--- config.mk ---
export PLATFORM = sky130hd
export DESIGN_NAME = fetch_queue
export DESIGN_NICKNAME = d
export VERILOG_FILES = /design/src/rtl/fetch_pkg.sv /design/src/rtl/fq_storage.sv /design/src/rtl/fetch_queue.sv
export SDC_FILE = /design/constraint.sdc
export NUM_CORES = 1
export LEC_CHECK = 0
export ABC_AREA = 1
export CAP_MARGIN = 20
export CELL_PAD_IN_SITES_DETAIL_PLACEMENT = 0
export CELL_PAD_IN_SITES_GLOBAL_PLACEMENT = 1
export CORE_MARGIN = 5
export CORE_UTILIZATION = 30
export CTS_CLUSTER_DIAMETER = 120
export DETAILED_ROUTE_END_ITERATION = 8
export PLACE_DENSITY_LB_ADDON = 0.3
export SYNTH_ARGS = -nofsm -noshare
export SYNTH_HDL_FRONTEND = slang
export SYNTH_SLANG_ARGS = --single-unit
export TNS_END_PERCENT = 1
--- constraint.sdc ---
create_clock -name clk -period 10.9 [get_ports clk]
set_input_delay 2.18 -clock clk [delete_from_list [all_inputs] [get_ports clk]]
set_output_delay 2.18 -clock clk [all_outputs]
set_load 0.1 [all_outputs]
--- src/rtl/fetch_pkg.sv ---
// Shared types and sizing helpers for the fetch-to-decode queue.
// No logic; sizing is evaluated at elaboration.
// No flow control lives here.
package fetch_pkg;

    localparam int FQ_DEPTH_DEFAULT = 4;
    localparam int FQ_XLEN_DEFAULT  = 32;

    // Pointer carries one extra wrap bit above the index bits.
    function automatic int fq_ptr_w(input int depth);
        return $clog2(depth) + 1;
    endfunction

    localparam int FQ_PTR_W_DEFAULT = fq_ptr_w(FQ_DEPTH_DEFAULT);

    typedef struct packed {
        logic [FQ_XLEN_DEFAULT-1:0] pc;
        logic [FQ_XLEN_DEFAULT-1:0] instr;
        logic                       misaligned;
    } fq_entry_t;

endpackage

--- src/rtl/fq_storage.sv ---
// DEPTH-entry register array, one write port, asynchronous read port.
// Write lands on the clock edge; read is combinational from the array.
// No backpressure; the caller gates writes.
module fq_storage
    import fetch_pkg::*;
#(
    parameter int  DEPTH   = FQ_DEPTH_DEFAULT,
    parameter type entry_t = fq_entry_t
) (
    input  logic                       clk,
    input  logic                       we,
    input  logic [$clog2(DEPTH)-1:0]   waddr,
    input  entry_t                     wdata,
    input  logic [$clog2(DEPTH)-1:0]   raddr,
    output entry_t                     rdata
);

    entry_t mem [DEPTH];

    always_ff @(posedge clk) begin
        if (we) begin
            mem[waddr] <= wdata;
        end
    end

    assign rdata = mem[raddr];

endmodule

--- src/rtl/fetch_queue.sv ---
// In-order {pc, instr} queue between fetch and decode, flushable in one cycle.
// Latency 1 cycle; 0 cycles when empty if FETCH_QUEUE_BYPASS_EN is defined.
// enq_ready drops when full (no pass-through); decode stalls via deq_ready.
module fetch_queue
    import fetch_pkg::*;
#(
    parameter int DEPTH = FQ_DEPTH_DEFAULT,
    parameter int XLEN  = FQ_XLEN_DEFAULT
) (
    input  logic                     clk,
    input  logic                     reset,
    input  logic                     enq_valid,
    output logic                     enq_ready,
    input  logic [XLEN-1:0]          enq_pc,
    input  logic [XLEN-1:0]          enq_instr,
    output logic                     deq_valid,
    input  logic                     deq_ready,
    output logic [XLEN-1:0]          deq_pc,
    output logic [XLEN-1:0]          deq_instr,
    output logic                     deq_misaligned,
    input  logic                     flush,
    output logic [$clog2(DEPTH):0]   count
);

    localparam int PW = fq_ptr_w(DEPTH);
    localparam int IW = PW - 1;

    typedef struct packed {
        logic [XLEN-1:0] pc;
        logic [XLEN-1:0] instr;
        logic            misaligned;
    } entry_t;

    logic [PW-1:0] wr_ptr;
    logic [PW-1:0] rd_ptr;
    logic          empty;
    logic          full;
    logic          enq_fire;
    logic          wr_en;
    logic          rd_adv;
    entry_t        wr_ent;
    entry_t        rd_ent;
    entry_t        head;

    assign empty = (wr_ptr == rd_ptr);
    assign full  = (wr_ptr[IW-1:0] == rd_ptr[IW-1:0]) && (wr_ptr[IW] != rd_ptr[IW]);

    assign enq_ready = !full && !reset;
    assign enq_fire  = enq_valid && enq_ready && !flush;

    assign wr_ent.pc         = enq_pc;
    assign wr_ent.instr      = enq_instr;
    assign wr_ent.misaligned = (enq_pc[1:0] != 2'b00);

`ifdef FETCH_QUEUE_BYPASS_EN
    logic byp;

    // Empty queue forwards the offered entry; it is only stored if decode stalls.
    assign byp       = empty && !flush && !reset;
    assign deq_valid = byp ? enq_valid : (!empty && !flush && !reset);
    assign head      = byp ? wr_ent : rd_ent;
    assign wr_en     = enq_fire && !(byp && deq_ready);
`else
    assign deq_valid = !empty && !flush && !reset;
    assign head      = rd_ent;
    assign wr_en     = enq_fire;
`endif

    // A bypassed consume never touches storage, so the read pointer stays put.
    assign rd_adv = deq_valid && deq_ready && !empty;

    assign deq_pc         = deq_valid ? head.pc         : '0;
    assign deq_instr      = deq_valid ? head.instr      : '0;
    assign deq_misaligned = deq_valid ? head.misaligned : 1'b0;

    assign count = reset ? '0 : (wr_ptr - rd_ptr);

    always_ff @(posedge clk) begin
        if (reset || flush) begin
            wr_ptr <= '0;
            rd_ptr <= '0;
        end else begin
            if (wr_en) begin
                wr_ptr <= wr_ptr + 1'b1;
            end
            if (rd_adv) begin
                rd_ptr <= rd_ptr + 1'b1;
            end
        end
    end

    fq_storage #(
        .DEPTH   (DEPTH),
        .entry_t (entry_t)
    ) u_storage (
        .clk   (clk),
        .we    (wr_en),
        .waddr (wr_ptr[IW-1:0]),
        .wdata (wr_ent),
        .raddr (rd_ptr[IW-1:0]),
        .rdata (rd_ent)
    );

endmodule

==> metrics.md <==
| Metric | Value |
|---|---|
| DP HPWL | `13700 um` |
| Status | `finished clean` |
| R2R cell count | `8` |
| Clock Skews | `0.0164 ns` |
| Critical Path Start Type | `input pin` |
| Starting Density | `30.2%` |
| I/O Pins | `139` |
| Post-synthesis cell count | `843` |
| Final setup TNS | `0 ns` |
| Vias in the first global route | `6763` |
| Row Count | `69` |
| GRT overflow | `0` |
| Signal arrival time at the worst endpoint | `5.19 ns` |
| Post-route ant nets | `0` |
| Required time worst endpoint | `8.72 ns` |
| Max_cap viols | `0` |
| Post-synth EDFFs | `260` |
| FILL cells | `3419` |
| Drt pass-1 iters | `4` |
| DR DRC count | `0` |
| Die ar. | `39500 sq um` |
| Area delta synth->final | `25.6%` |
| Slew @ Worst Pin | `1.04 ns` |
| End of the worst register-to-register path | `u_storage.mem[0][32]` |
| Antenna fix cells | `0` |
| Crit path from | `reset` |
| DR vias/cell | `4.57` |
| Port bufs | `138` |
| Placer Congestion | `0.716` |
| Worst-path clk slew | `0.06 ns` |
| Mean Syn Cell Area | `12.7 sq um` |
| WS Path Type | `input pin to output pin` |
| Die H | `199 um` |
| Initial antenna violation count | `0` |
| Die X | `199 um` |
| Worst-Skew Late Latency | `0.54 ns` |
| Top_reg_cell synth | `edfxtp_1` |
| R2R Path Start | `wr_ptr[0]` |
| # H-tree levels | `1` |
| Worst setup EP type | `output pin` |
| Global-route wire length before repair | `39500 um` |
| Critical Path Sink | `deq_instr[31]` |
| Final hold vios | `0` |
| Routed wire length per instance | `17.5 um` |
| Total clock sinks | `268` |
| F_max | `136 MHz` |
| Most common cell after layout, fill and taps aside | `nor2_1` |
| Mapped Nets | `920` |
| Commonest cells after routing, fill and taps aside | `265 x nor2_1, 260 x edfxtp_1, 138 x clkdlybuf4s50_1` |
| DR vias | `6664` |
| Pwr Total | `2.15 mW` |
| Multi-input gate area | `2330 sq um` |
| Register bit count reported by yosys | `268` |
| Final Max Slew Viols | `0` |
| Post-Syn Area | `10700 sq um` |
| RSZ-0062 raised after global routing | `no` |
| CTS Buffer Depth | `3` |
| Sequential-to-total area share from yosys stat | `74.6%` |
| Fraction of layout cells with a size suffix above 1 | `8.13%` |
| Leakage | `4.43 nW` |
| Setup bufs post-CTS | `0` |
| Initial DRC count | `302` |
| Minimum clock period | `7.37 ns` |
| Gr usage total | `12.8%` |
| Reg2reg setup slack | `8.34 ns` |
| Hold Path Class | `flip-flop to flip-flop` |
| Pin count of the biggest net entering global routing | `73` |
| Post-Route WL | `25500 um` |
| Nets | `1051` |
| Yosys warns | `0` |
| FFs w/ async S/R, synth | `0%` |
| Pwr dens | `161 nW/um^2` |
| Maximum VDD drop | `0.105 mV` |
| CTS Hold Bufs | `0` |
| Reg area | `7980 sq um` |
| Clock root cell | `clkbuf_16` |
| Slew margin rel. | `30.8%` |
| Core footprint | `35300 sq um` |
| CTS resizes | `0` |
| Num CTS Buffers | `29` |
| Final period util | `67.6%` |
| Post-synthesis cell type count | `26` |
| Setup-failing EPs final | `0` |
| CTS tree | `yes` |
| Crit Path Max Fanout | `66` |
==> layout make-up <==
type	count	area share, %
inverters	17	0.494
clock buffers	29	5.41
flip-flops and latches	268	59.5
clock inverters	24	1.53
repair buffers	150	11.4
multi-input cells	508	17.4
well taps	461	4.30
==> power by group <==
part | total (mW) | internal (mW) | switching (mW)
clock | 0.944 | 0.555 | 0.388
sequential | 1.14 | 1.14 | 0.00191
combinational | 0.0693 | 0.0296 | 0.0397
total | 2.15 | 1.72 | 0.430
==> metrics by stage <==
| step | setup slack, ns | utilization (%) | hold WS, ns | std cells | cell area [sq um] |
|---|---|---|---|---|---|
| floorplan | 4.57 | - | 0.467 | 843 | 10700 |
| detailed placement | 3.47 | 35.2 | 0.502 | 1402 | 12400 |
| global route | 3.35 | 38.0 | 0.546 | 1457 | 13400 |
| global placement | 3.50 | 35.1 | 0.494 | 1400 | 12400 |
| finish | 3.53 | 38.0 | 0.504 | 1457 | 13400 |
| CTS | 3.46 | 37.9 | 0.510 | 1455 | 13400 |
==> cells in the mapped netlist (5+ instances only) <==
master | instances | area (sq um)
a21oi_1 | 65 | 325
a21oi_2 | 5 | 43.8
buf_2 | 17 | 85.1
buf_6 | 15 | 169
clkbuf_1 | 5 | 18.8
clkbuf_2 | 10 | 50.1
dfxtp_1 | 8 | 160
edfxtp_1 | 260 | 7810
ha_1 | 7 | 87.6
inv_1 | 14 | 52.6
nand2_1 | 15 | 56.3
nand3_1 | 6 | 30.0
nor2_1 | 269 | 1010
o21ai_0 | 92 | 460
o21ai_1 | 38 | 190
==> state kept, by name, summed over array words and instances, names as in the netlist, named ones only <==
name,flops
u_storage.mem,260
rd_ptr,3
wr_ptr,3
==> kinds of logic (layout without fill, tap and decap cells) <==
group	Yosys count	after routing	synth area share, %
fa+ha+maj	8	8	1.01
simple gates	298	298	10.8
buf+inv	67	220	3.83
xor+xnor	2	2	0.164
flops	268	268	74.6
compound gates	200	200	9.55
==> critical path, stage by stage <==
cell             delay, ns
clkdlybuf4s50_1       0.51
nor2_4                0.22
nand2_4               0.51
a21oi_1               0.52
clkdlybuf4s50_1       1.21
==> worst min path at each step <==
stage,startpoint,endpoint,slack [ns],depth (start not counted)
floorplan,rd_ptr[2],rd_ptr[2],0.47,2
global placement,wr_ptr[0],wr_ptr[0],0.49,2
detailed placement,wr_ptr[0],wr_ptr[0],0.50,2
CTS,wr_ptr[0],wr_ptr[0],0.51,2
global route,wr_ptr[0],wr_ptr[0],0.55,2
finish,wr_ptr[0],wr_ptr[0],0.50,2
==> layer usage <==
layer | global-route usage [%] | share of wire [%] | wire length, um
met3 | 2.76 | 5.9 | 1520
met1 | 16.9 | 44 | 11200
met5 | 0 | 0 | 0
met2 | 21.9 | 48 | 12400
met4 | 2.56 | 1.6 | 405
(Power assumes the default switching activity.)
